==> src/rtl/spi_pkg.sv <==
// -----------------------------------------------------------------------------
// spi_pkg
// Shared definitions for the SPI master:
//   - EDGES_PER_BYTE : SPI_CLK edges generated for one 8-bit transfer
//   - xfer_state_t   : idle/busy state of the master handshake
//   - mode_cpol()    : SPI mode (0-3) -> clock polarity
//   - mode_cpha()    : SPI mode (0-3) -> clock phase
// -----------------------------------------------------------------------------
package spi_pkg;

   localparam int unsigned EDGES_PER_BYTE = 16;

   typedef enum logic {
      ST_IDLE = 1'b0,
      ST_BUSY = 1'b1
   } xfer_state_t;

   // Modes 2 and 3 idle the clock high.
   function automatic logic mode_cpol(input int mode);
      return (mode == 2) || (mode == 3);
   endfunction

   // Modes 1 and 3 launch data on the leading edge.
   function automatic logic mode_cpha(input int mode);
      return (mode == 1) || (mode == 3);
   endfunction

endpackage

==> src/rtl/spi_clk_gen.sv <==
// -----------------------------------------------------------------------------
// spi_clk_gen
// Generates the 16 SPI_CLK edges of one byte transfer.
//
// Parameters
//   CPOL              : idle level of SPI_CLK
//   CLKS_PER_HALF_BIT : clk cycles between consecutive SPI_CLK edges (>= 2)
//
// Ports
//   clk     in  system clock
//   rst     in  synchronous active-high reset, aborts any burst
//   start   in  one-cycle pulse that launches a 16-edge burst
//   spi_clk out serial clock, returns to CPOL after the 16th edge
//   lead    out one-cycle pulse in the cycle after a leading edge
//   trail   out one-cycle pulse in the cycle after a trailing edge
//   done    out one-cycle pulse in the cycle after the 16th edge
// -----------------------------------------------------------------------------
module spi_clk_gen
   import spi_pkg::*;
#(
   parameter logic CPOL              = 1'b0,
   parameter int   CLKS_PER_HALF_BIT = 2
) (
   input  logic clk,
   input  logic rst,
   input  logic start,
   output logic spi_clk,
   output logic lead,
   output logic trail,
   output logic done
);

   localparam int HALF_W = $clog2(2 * CLKS_PER_HALF_BIT);
   localparam logic [HALF_W-1:0] HALF_LAST = HALF_W'(CLKS_PER_HALF_BIT - 1);

   logic [HALF_W-1:0] half_cnt;
   logic [4:0]        edge_cnt;   // edges still to generate, 16 down to 0

   // NOTE: state registers are updated with <= only, so every flop samples
   // the pre-edge value of its neighbours regardless of statement order.
   always_ff @(posedge clk) begin
      if (rst) begin
         half_cnt <= '0;
         edge_cnt <= '0;
         spi_clk  <= CPOL;
         lead     <= 1'b0;
         trail    <= 1'b0;
         done     <= 1'b0;
      end else begin
         lead  <= 1'b0;
         trail <= 1'b0;
         done  <= 1'b0;
         if (start) begin
            half_cnt <= '0;
            edge_cnt <= 5'(EDGES_PER_BYTE);
         end else if (edge_cnt != 5'd0) begin
            if (half_cnt == HALF_LAST) begin
               half_cnt <= '0;
               edge_cnt <= edge_cnt - 5'd1;
               spi_clk  <= ~spi_clk;
               // An even remaining count means the first edge of a bit pair.
               lead     <= ~edge_cnt[0];
               trail    <= edge_cnt[0];
               done     <= (edge_cnt == 5'd1);
            end else begin
               half_cnt <= half_cnt + 1'b1;
            end
         end
      end
   end

endmodule

==> src/rtl/spi_master.sv <==
// -----------------------------------------------------------------------------
// spi_master
// Single-byte SPI master, MSB first, SPI mode 0-3.
//
// Parameters
//   SPI_MODE          : 0-3 (CPOL = mode 2/3, CPHA = mode 1/3)
//   CLKS_PER_HALF_BIT : clk cycles per SPI_CLK half-period (>= 2)
//
// Ports
//   clk          in   system clock
//   rst          in   synchronous active-high reset
//   i_MOSI_Byte  in   byte to send, captured in the accept cycle
//   i_MOSI_DV    in   transfer request, accepted while o_MOSI_Ready is high
//   o_MOSI_Ready out  idle and able to accept a request
//   o_MISO_DV    out  one-cycle pulse, o_MISO_Byte valid
//   o_MISO_Byte  out  last received byte, held until the next o_MISO_DV
//   SPI_CLK      out  serial clock
//   MISO         in   serial data from slave
//   MOSI         out  serial data to slave, holds last bit when idle
// -----------------------------------------------------------------------------
module spi_master
   import spi_pkg::*;
#(
   parameter int SPI_MODE          = 0,
   parameter int CLKS_PER_HALF_BIT = 2
) (
   input  logic       clk,
   input  logic       rst,
   input  logic [7:0] i_MOSI_Byte,
   input  logic       i_MOSI_DV,
   output logic       o_MOSI_Ready,
   output logic       o_MISO_DV,
   output logic [7:0] o_MISO_Byte,
   output logic       SPI_CLK,
   input  logic       MISO,
   output logic       MOSI
);

   localparam logic CPOL = mode_cpol(SPI_MODE);
   localparam logic CPHA = mode_cpha(SPI_MODE);

   xfer_state_t state;
   logic        accept;
   logic        lead;
   logic        trail;
   logic        edge_done;
   logic        sample_stb;
   logic        update_stb;
   logic [7:0]  rx_sr;
   logic [7:0]  rx_next;
   logic [7:0]  tx_sr;
   logic [3:0]  tx_left;    // MOSI bits still to launch

   spi_clk_gen #(
      .CPOL              (CPOL),
      .CLKS_PER_HALF_BIT (CLKS_PER_HALF_BIT)
   ) u_clk_gen (
      .clk     (clk),
      .rst     (rst),
      .start   (accept),
      .spi_clk (SPI_CLK),
      .lead    (lead),
      .trail   (trail),
      .done    (edge_done)
   );

   // NOTE: every signal gets a value at the top of the block, so no path
   // leaves one unassigned and no latch is inferred.
   always_comb begin
      accept     = 1'b0;
      sample_stb = 1'b0;
      update_stb = 1'b0;
      rx_next    = rx_sr;
      accept     = (state == ST_IDLE) && o_MOSI_Ready && i_MOSI_DV;
      sample_stb = CPHA ? trail : lead;
      update_stb = CPHA ? lead  : trail;
      if (sample_stb) begin
         rx_next = {rx_sr[6:0], MISO};
      end
   end

   // With CPHA=1 the last sample and the 16th edge coincide, so the output
   // byte is loaded from rx_next to include that final bit.
   always_ff @(posedge clk) begin
      if (rst) begin
         // NOTE: the shift registers are cleared with the control flops so
         // MOSI and o_MISO_Byte come out of reset defined; bulk storage
         // arrays would normally be left without reset.
         state        <= ST_IDLE;
         o_MOSI_Ready <= 1'b0;
         o_MISO_DV    <= 1'b0;
         o_MISO_Byte  <= 8'h00;
         MOSI         <= 1'b0;
         rx_sr        <= 8'h00;
         tx_sr        <= 8'h00;
         tx_left      <= 4'd0;
      end else begin
         o_MISO_DV <= 1'b0;
         case (state)
            ST_IDLE: begin
               o_MOSI_Ready <= 1'b1;
               if (accept) begin
                  o_MOSI_Ready <= 1'b0;
                  state        <= ST_BUSY;
                  if (CPHA) begin
                     tx_sr   <= i_MOSI_Byte;
                     tx_left <= 4'd8;
                  end else begin
                     // CPHA=0: bit 7 must be on the line before the first edge.
                     MOSI    <= i_MOSI_Byte[7];
                     tx_sr   <= {i_MOSI_Byte[6:0], 1'b0};
                     tx_left <= 4'd7;
                  end
               end
            end
            ST_BUSY: begin
               rx_sr <= rx_next;
               if (update_stb && (tx_left != 4'd0)) begin
                  MOSI    <= tx_sr[7];
                  tx_sr   <= {tx_sr[6:0], 1'b0};
                  tx_left <= tx_left - 4'd1;
               end
               if (edge_done) begin
                  o_MISO_Byte  <= rx_next;
                  o_MISO_DV    <= 1'b1;
                  o_MOSI_Ready <= 1'b1;
                  state        <= ST_IDLE;
               end
            end
            default: state <= ST_IDLE;
         endcase
      end
   end

endmodule

==> config.mk <==
export PLATFORM = sky130hd
export DESIGN_NAME = spi_master
export DESIGN_NICKNAME = d
export VERILOG_FILES = /design/src/rtl/spi_pkg.sv /design/src/rtl/spi_clk_gen.sv /design/src/rtl/spi_master.sv
export SDC_FILE = /design/constraint.sdc
export NUM_CORES = 1
export LEC_CHECK = 0
export CAP_MARGIN = 20
export CELL_PAD_IN_SITES_DETAIL_PLACEMENT = 1
export CELL_PAD_IN_SITES_GLOBAL_PLACEMENT = 1
export CORE_MARGIN = 4
export CORE_UTILIZATION = 37
export DETAILED_ROUTE_END_ITERATION = 10
export PLACE_DENSITY = 0.79
export SYNTH_ARGS = -nofsm -noshare
export SYNTH_HDL_FRONTEND = slang
export SYNTH_HIERARCHICAL = 1
export SYNTH_SLANG_ARGS = --single-unit
==> constraint.sdc <==
create_clock -name clk -period 1.4 [get_ports clk]
set_input_delay 0.35 -clock clk [delete_from_list [all_inputs] [get_ports clk]]
set_output_delay 0.35 -clock clk [all_outputs]
set_load 0.05 [all_outputs]
==> results of run 1 <==
## per-stage QoR
step           setup TNS (ns)  cells  hold WS, ns  setup slack, ns
2_1_floorplan               0    201        0.419          0.00476
3_3_place_gp            -2.82    307        0.443           -0.242
3_5_place_dp            -3.95    307        0.458           -0.324
4_1_cts               -0.0341    315        0.470          -0.0190
5_1_grt                 -1.04    321        0.483           -0.120
6_report               -0.304    321        0.467          -0.0857
## final cells by class
cell class	count	area, um2	area share
tap	67	83.8	0.0300
inverter	6	22.5	0.00806
multi-input combinational	139	1080	0.388
clock buffer	5	68.8	0.0246
sequential	42	851	0.305
timing repair buffer	60	674	0.241
clock inverter	2	10.0	0.00358
## state kept, by name (all words and copies together) (netlist names), 2 cells and up
name,flops
u_clk_gen/edge_cnt,5
tx_sr,7
o_MISO_Byte,8
u_clk_gen/half_cnt,2
tx_left,4
rx_sr,8
## metal layers
layer,up-vias,share of wire,global-route usage
li1,841,-,-
met1,842,0.42,0.211
met2,30,0.52,0.304
met3,25,0.022,0.0283
met4,0,0.046,0.0928
met5,-,0,0
## power breakdown
part	leakage [nW]	switching, mW	internal [mW]
logic	0.596	0.371	0.401
registers	0.343	0.0573	1.25
clock network	0.0438	0.415	0.335
total	0.983	0.844	1.99
## worst reg2reg max path: stages (launching register included)
cell      delay, ns
dfxtp_2        0.33
inv_2          0.07
ha_4           0.14
or3b_4         0.44
a211oi_2       0.26
a211oi_1       0.11
## layout by cell type, fill, tap and decap left out, drive strengths merged, types with 2 or more instances in the layout
cell type | netlist | routed
or3b | 1 | 2
nor2b | 3 | 3
a31oi | 2 | 2
nand2b | 2 | 2
or4 | 2 | 2
clkinv | 0 | 2
a21oi | 18 | 18
nor4 | 3 | 3
o31ai | 3 | 3
ha | 4 | 4
nor2 | 12 | 12
a211oi | 25 | 25
buf | 9 | 49
o21ai | 4 | 4
and2 | 2 | 2
clkbuf | 6 | 5
nand2 | 12 | 12
nor3 | 3 | 3
nand3 | 11 | 11
nand3b | 4 | 4
inv | 6 | 6
mux2i | 15 | 15
dfxtp | 42 | 42
or3 | 2 | 2
clkdlybuf4s50 | 0 | 10
## cells by family (layout without fill, tap and decap cells)
| family | after synthesis | in the layout | share of synthesized area |
|---|---|---|---|
| AOI/OAI and AO/OA | 55 | 55 | 0.190 |
| and+or+nand+nor | 63 | 64 | 0.195 |
| buffers and inverters | 21 | 73 | 0.0572 |
| adders and majority gates | 4 | 4 | 0.0266 |
| muxes | 15 | 15 | 0.0798 |
| DFF | 42 | 42 | 0.447 |
| xor gates and xnor gates | 1 | 1 | 0.00466 |
## how the worst max path moves through the flow
| stage | from | endpoint |
|---|---|---|
| finish | tx_left[0] | tx_sr[2] |
| global placement | i_MOSI_DV | u_clk_gen/spi_clk |
| floorplan | u_clk_gen/edge_cnt[0] | u_clk_gen/edge_cnt[3] |
| detailed placement | i_MOSI_DV | u_clk_gen/spi_clk |
| global route | tx_left[0] | tx_sr[2] |
| CTS | u_clk_gen/edge_cnt[1] | u_clk_gen/edge_cnt[3] |
## repair_timing
item | in CTS | in global routing
pin swaps | 2 | 14
resized for setup | 8 | 19
buffers inserted | 0 | 6
gates cloned | 1 | 0
endpoints found under the setup margin | 14 | 20
==> results.toml, run 1 <==
[timing]
drv_slew = 0
finalCritPeriodShare = 1.06
skew_ns = 0.00262
finalSetupViolCount = 8
worst_slack_ns = -0.0857
rsz0062_at_grt = "yes"
finalHoldViolations = 0
max_clock_freq_ghz = 0.673
worst_slew_pin_slew_ns = 0.472
maxSlewHeadroom = 0.683
fin_crit_ns = 1.49

[finish]
num-fill-cells = 558
final_cell_area_um2 = 2790
antennaDiodeCount = 0
fin_nets = 270
area_growth_pct = 48.4
drive_above_1_share = 0.374
fin_util = 0.580

[setup_path]
crit_chain = "inv_2 -> ha_4 -> or3b_4 -> a211oi_2 -> a211oi_1"
critPathTopFamily = "simple AND/OR/NAND/NOR gates"
path_max_fanout = 6
ff2ff_setup_slack_ns = -0.09
cp_num_buf_inv = 1
worstReg2RegStart = "tx_left[0]"
cp.arrival_ns = 1.65
cp_num_cells = 5
cp_data_required_time_ns = 1.56
rr_worst_depth = 5
critPathKind = "register to register"
cp-end-kind = "register"
start_kind = "register"
slowest_delay_ns = 0.44
crit_slowest_cell = "or3b_4"
r2r_end = "tx_sr[2]"

[logic_synthesis]
ys_top_cells_by_area = "dfxtp_1 (45%), a211oi_1 (10%), mux2i_1 (8.0%)"
synth_flop_cell = "dfxtp_1"
synth_top_area_share = 0.447
synth_most_common_cell = "dfxtp_1"
synth.top_cells.by_count = "dfxtp_1 (42), a211oi_1 (25), a21oi_1 (18), mux2i_1 (15)"
ys_ff_latch = 42
synth_cell_type_count = 37
synthArstFlopShare = 0
ys_seq_area_frac = 0.447
synth_nets = 217
synth_warnings = 6
synth_area_per_cell_um2 = 9.36
syn_area_um2 = 1880
syn_inst = 201
synth_edf_count = 0
synth_top_area_cell = "dfxtp_1"

[cts]
cts_buffers = 5
cts.clk_slew.worst_paths_ns = 0.08
postCtsHoldBufs = 0
clockBufferDepth = 2
htree_levels = 2
cts.sink_count = 42
worstSkewPairLatency_ns = 0.29
root_buffer = "clkbuf_8"
tritoncts = "yes"

[global_route]
grt_max_degree = 19
grt_pass1_vias = 1810
grt_usage = 0.177
grt_pass1_wl_mm = 8.72
antenna_found_initial = 0
grt.overflow.total = 0

[die]
dieWidth_um = 79.3
die-area_um2 = 6290
pin_count = 24
die_h_um = 79.3
initial_utilization = 0.391
coreArea_um2 = 4820
rows = 25

[detailed_routing]
drc = 0
vias_per_cell = 5.41
first_pass_iters = 4
drt_iter0_drc = 88
postRouteWirelength_mm = 5.53
wl_per_cell_um = 17.2
drtAntennaViolNets = 0
vias = 1738

[run_status]
status = "complete, but fails checks"
violations = "setup timing"

[pwr]
power_density_nw_per_um2 = 1010
post-layout-total-power_mw = 2.83
ir_worst_vdd_uv = 591
p_leak_nw = 0.983

[min_path]
hp-start = "rx_sr[7]"
hold_path.class = "register to register"
hold_depth = 2
hold_end = "rx_sr[7]"

[flow_run]
maxCapViolations = 0

[place]
hpwl_mm = 3.76
globalplace.congestion = 0.806
io_buffers = 23
dpl_cell_area_um2 = 2550
(Power assumes the default switching activity.)
==> run 2, diff against run 1 <==
- CAP_MARGIN: 20 -> 15
- CORE_UTILIZATION: 37 -> 41
- PLACE_DENSITY: 0.79 -> 0.82
- clock period: 1.4 -> 1.42 ns (I/O delays scaled with it)
==> run 2 against run 1 <==
Against the previous run:
- the run still ends with setup timing left
- via count down 0.75%
- global-route usage up 2.9 points
- clock-buffer cell count up 2
- sequential share of layout area up 0.86 points
- clock skew up 0.0080 ns
- non-clock buffer count down 6
- hold slack better by 0.018 ns
- cell area down 2.7%
- cell count down 6.2%
==> results.toml, run 2 (synthesis results as in run 1) <==
[detailed_routing]
drt_iter0_drc = 75
drtAntennaViolNets = 0
postRouteWirelength_mm = 6.06
vias = 1725
vias_per_cell = 5.73
wl_per_cell_um = 20.1
first_pass_iters = 4
drc = 0

[setup_path]
crit_chain = "buf_4 -> or3_4 -> or4_4 -> a21oi_2"
rr_worst_depth = 4
cp-end-kind = "register"
critPathKind = "register to register"
cp.arrival_ns = 1.71
cp_data_required_time_ns = 1.67
path_max_fanout = 2
ff2ff_setup_slack_ns = -0.04
cp_num_buf_inv = 1
crit_slowest_cell = "or4_4"
slowest_delay_ns = 0.43
critPathTopFamily = "simple AND/OR/NAND/NOR gates"
start_kind = "register"
cp_num_cells = 4

[flow_run]
maxCapViolations = 0

[timing]
worst_slew_pin_slew_ns = 0.413
rsz0062_at_grt = "yes"
finalSetupViolCount = 12
finalHoldViolations = 0
max_clock_freq_ghz = 0.684
finalCritPeriodShare = 1.03
skew_ns = 0.0106
fin_crit_ns = 1.46
worst_slack_ns = -0.0419
maxSlewHeadroom = 0.724
drv_slew = 0

[die]
die-area_um2 = 5740
die_h_um = 75.7
initial_utilization = 0.429
rows = 24
dieWidth_um = 75.7
coreArea_um2 = 4380
pin_count = 24

[finish]
reg_top3 = "o_MISO_Byte: 8 flops, rx_sr: 8 flops, tx_sr: 7 flops"
final_common_cell = "dfxtp_1"
area_growth_pct = 44.3
antennaDiodeCount = 0
final_cell_area_um2 = 2720
drive_above_1_share = 0.361
fin_nets = 264
final_cell_mix = "dfxtp_1 (36), buf_4 (28), mux2i_1 (15), a21oi_1 (15), a211oi_1 (13)"

[cts]
htree_levels = 2
clockBufferDepth = 2
cts.clk_slew.worst_paths_ns = 0.09
tritoncts = "yes"
cts.sink_count = 42
worstSkewPairLatency_ns = 0.31
root_buffer = "clkbuf_8"
cts_buffers = 5

[min_path]
hold_path.class = "register to register"
hold_depth = 2

[global_route]
grt.overflow.total = 0
grt_usage = 0.206
antenna_found_initial = 0
grt_pass1_vias = 1736
grt_pass1_wl_mm = 8.74
grt_max_degree = 25

[pwr]
post-layout-total-power_mw = 2.85
p_leak_nw = 0.946
power_density_nw_per_um2 = 1050
ir_worst_vdd_uv = 729

[place]
globalplace.congestion = 0.782
io_buffers = 23
hpwl_mm = 3.65
dpl_cell_area_um2 = 2470

[run_status]
violations = "setup timing"
status = "complete, but fails checks"
==> run 2: layer usage <==
| layer | vias up | share of wire | track usage |
|---|---|---|---|
| met5 | - | 0 | 0 |
| met4 | 0 | 0.024 | 0.0777 |
| met3 | 10 | 0.032 | 0.0567 |
| met2 | 36 | 0.52 | 0.330 |
| met1 | 846 | 0.42 | 0.263 |
| li1 | 833 | - | - |
==> run 2: worst register-to-register path, stage by stage (launching register included) <==
cell and delay (ns):
dfxtp_2 0.34, buf_4 0.13, or3_4 0.36, or4_4 0.43, a21oi_2 0.14
==> run 2: repair_timing <==
| item | 4_1_cts | 5_1_grt |
|---|---|---|
| pin swaps | 5 | 9 |
| gates resized for setup | 13 | 15 |
| hold buffers | 0 | 0 |
| gates cloned | 1 | 0 |
| setup buffers | 1 | 3 |
| setup endpoints to repair | 14 | 16 |
==> run 2: cell type report <==
| class | instances | area (um2) |
|---|---|---|
| flip-flops and latches | 42 | 851 |
| clock buffers | 7 | 86.3 |
| fillers | 467 | 1670 |
| well taps | 52 | 65.1 |
| repair buffers | 54 | 594 |
| inverters | 6 | 22.5 |
| clock inverters | 1 | 5.00 |
| multi-input cells | 139 | 1090 |
==> run 2: report_power, final <==
part	switching, mW	internal, mW
clock	0.442	0.393
sequential	0.0594	1.23
combinational	0.362	0.361
==> run 2: worst paths after layout <==
kind                              start                    end
setup / recovery  u_clk_gen/edge_cnt[1]  u_clk_gen/edge_cnt[3]
hold / removal    u_clk_gen/half_cnt[1]  u_clk_gen/half_cnt[1]
setup reg to reg  u_clk_gen/edge_cnt[1]  u_clk_gen/edge_cnt[3]
hold reg to reg   u_clk_gen/half_cnt[1]  u_clk_gen/half_cnt[1]
==> run 2: through the flow <==
step	TNS [ns]	worst slack [ns]	util	hold slack, ns	cells
2_1_floorplan	0	0.00577	-	0.424	201
3_3_place_gp	-2.45	-0.245	0.563	0.442	288
3_5_place_dp	-3.43	-0.285	0.563	0.469	288
4_1_cts	-0.0210	-0.0154	0.598	0.480	298
5_1_grt	-1.29	-0.124	0.620	0.509	301
6_report	-0.324	-0.0419	0.620	0.485	301
==> run 3, diff against run 2 <==
- CORE_MARGIN: 4 -> 8
- CTS_CLUSTER_SIZE: default -> 24
- SLEW_MARGIN: default -> 10
==> run 3 against run 2 <==
Against the previous run:
- the flow still finishes with violations (setup timing)
- first-iteration DRC count grew 15%
- setup slack lost 0.029 ns
- clock-buffer cell count is the same
- sequential power is essentially flat
- clock skew shrank 0.0044 ns
- critical path depth grew 3
- global-route usage shrank 4.6 points
- cell count shrank 0.66%
- core utilization grew 0.91 points
==> results.toml, run 3 (synthesis results as in run 1) <==
[pwr]
clkPwrFrac = 0.312
swShare = 0.285
power_density_nw_per_um2 = 1090
switching_power_uw = 854
p_comb_frac = 0.259
p_seq_frac = 0.430
power.internal_mw = 2.15
p_leak_nw = 0.957
post-layout-total-power_mw = 3.00
ir_worst_vdd_uv = 985

[timing]
holdWs_ns = 0.492
rsz0062_at_grt = "yes"
finalCritPeriodShare = 1.05
fin_crit_ns = 1.49
worst_slew_pin_slew_ns = 0.397
maxSlewHeadroom = 0.734
worst_slack_ns = -0.0713
skew_ns = 0.00618
finalSetupViolCount = 8
max_clock_freq_ghz = 0.671
drv_slew = 0
finalHoldViolations = 0
tns_ns = -0.151

[min_path]
hp-start = "u_clk_gen/half_cnt[1]"
hold_path.class = "register to register"

[finish]
num-fill-cells = 471
fin_nets = 262
final_cell_mix = "dfxtp_1 (36), buf_4 (26), a211oi_2 (16), a21oi_1 (16), mux2i_1 (15)"
final_common_cell = "dfxtp_1"
antennaDiodeCount = 0
reg_top3 = "o_MISO_Byte: 8 flops, rx_sr: 8 flops, tx_sr: 7 flops"
area_growth_pct = 46.5
drive_above_1_share = 0.360

[setup_path]
cp_data_required_time_ns = 1.62
worstReg2RegStart = "tx_left[0]"
r2r_end = "tx_sr[5]"
rr_worst_depth = 7
critPathKind = "register to register"
cp.arrival_ns = 1.69
critPathLaunch = "tx_left[0]"
start_kind = "register"
endpoint = "tx_sr[5]"
path_max_fanout = 7
cp-end-kind = "register"
ff2ff_setup_slack_ns = -0.07

[global_route]
grt_pass1_wl_mm = 9.32
grt_max_degree = 20
antenna_found_initial = 0
grt_usage = 0.160
grt.overflow.total = 0
grt_pass1_vias = 1860

[detailed_routing]
vias = 1738
first_pass_iters = 4
drc = 0
wl_per_cell_um = 19.9
drt_iter0_drc = 86
postRouteWirelength_mm = 5.96
vias_per_cell = 5.81
drtAntennaViolNets = 0

[place]
io_buffers = 23
hpwl_mm = 3.65
dpl_worst_slack_ns = -0.255
globalplace.congestion = 0.814

[cts]
cts.clk_slew.worst_paths_ns = 0.08
cts.sink_count = 42
worstSkewPairLatency_ns = 0.29
root_buffer = "clkbuf_8"
cts_buffers = 5
htree_levels = 2
tritoncts = "yes"
clockBufferDepth = 2

[die]
pin_count = 24
dieWidth_um = 83.7
die-area_um2 = 7010
initial_utilization = 0.429
coreArea_um2 = 4380
rows = 24
die_h_um = 83.7

[run_status]
status = "complete, but fails checks"
violations = "setup timing"

[flow_run]
maxCapViolations = 0
## run 3: cell types whose count changed in the layout (fill, tap and decap cells not counted), sizes merged
cell,previous run,this run
buf,43,41
bufinv,0,1
clkdlybuf4s50,11,10
clkinv,1,0
dlymetal6s2s,0,1
## run 3: how the worst min path moves through the flow
stage | endpoint | slack [ns] | cells past startpoint
detailed placement | u_clk_gen/half_cnt[1] | 0.47 | 2
global placement | rx_sr[7] | 0.45 | 2
CTS | rx_sr[4] | 0.50 | 2
finish | u_clk_gen/half_cnt[1] | 0.49 | 2
global route | u_clk_gen/half_cnt[1] | 0.50 | 2
floorplan | u_clk_gen/edge_cnt[4] | 0.42 | 1
## run 3: repair_timing
| item | CTS | global route |
|---|---|---|
| pin swaps | 7 | 9 |
| cloned | 1 | 0 |
| gates resized for setup | 16 | 15 |
| endpoints found under the setup margin | 18 | 18 |
| hold buffers | 0 | 0 |
| buffers inserted | 1 | 3 |
## run 3: routing by layer
layer | up-vias | part of all wire | track usage
li1 | 827 | - | -
met1 | 885 | 0.42 | 0.175
met2 | 22 | 0.54 | 0.298
met3 | 4 | 0.032 | 0.0371
met4 | 0 | 0.0052 | 0.0440
met5 | - | 0 | 0
## run 3: final cells by class
| cell class | count | area, um2 | area share |
|---|---|---|---|
| timing repair buffer | 52 | 599 | 0.217 |
| multi-input combinational | 139 | 1110 | 0.404 |
| tap | 52 | 65.1 | 0.0236 |
| inverter | 6 | 22.5 | 0.00817 |
| clock inverter | 1 | 30.0 | 0.0109 |
| clock buffer | 7 | 76.3 | 0.0277 |
| sequential | 42 | 851 | 0.309 |
## run 3: stage by stage
stage | util | area [um2] | instances
3_5_place_dp | 0.565 | 2480 | 286
5_1_grt | 0.629 | 2760 | 299
3_3_place_gp | 0.565 | 2480 | 286
2_1_floorplan | - | 1950 | 201
6_report | 0.629 | 2760 | 299
4_1_cts | 0.610 | 2670 | 296
## run 3: worst max-delay path: stages (launching register included)
cell	delay, ns
dfxtp_2	0.33
inv_2	0.08
ha_4	0.16
buf_6	0.10
nor3b_4	0.21
o21ai_1	0.10
buf_4	0.18
a211oi_1	0.24
## run 3: power by group through the flow
stage          sequential [mW]  combinational [mW]  clock, mW
3_5_place_dp              1.31               0.597          0
2_1_floorplan             1.33               0.337          0
6_report                  1.29               0.776      0.935
4_1_cts                   1.29               0.704      0.948
3_3_place_gp              1.31               0.577          0
5_1_grt                   1.30               0.822      0.995
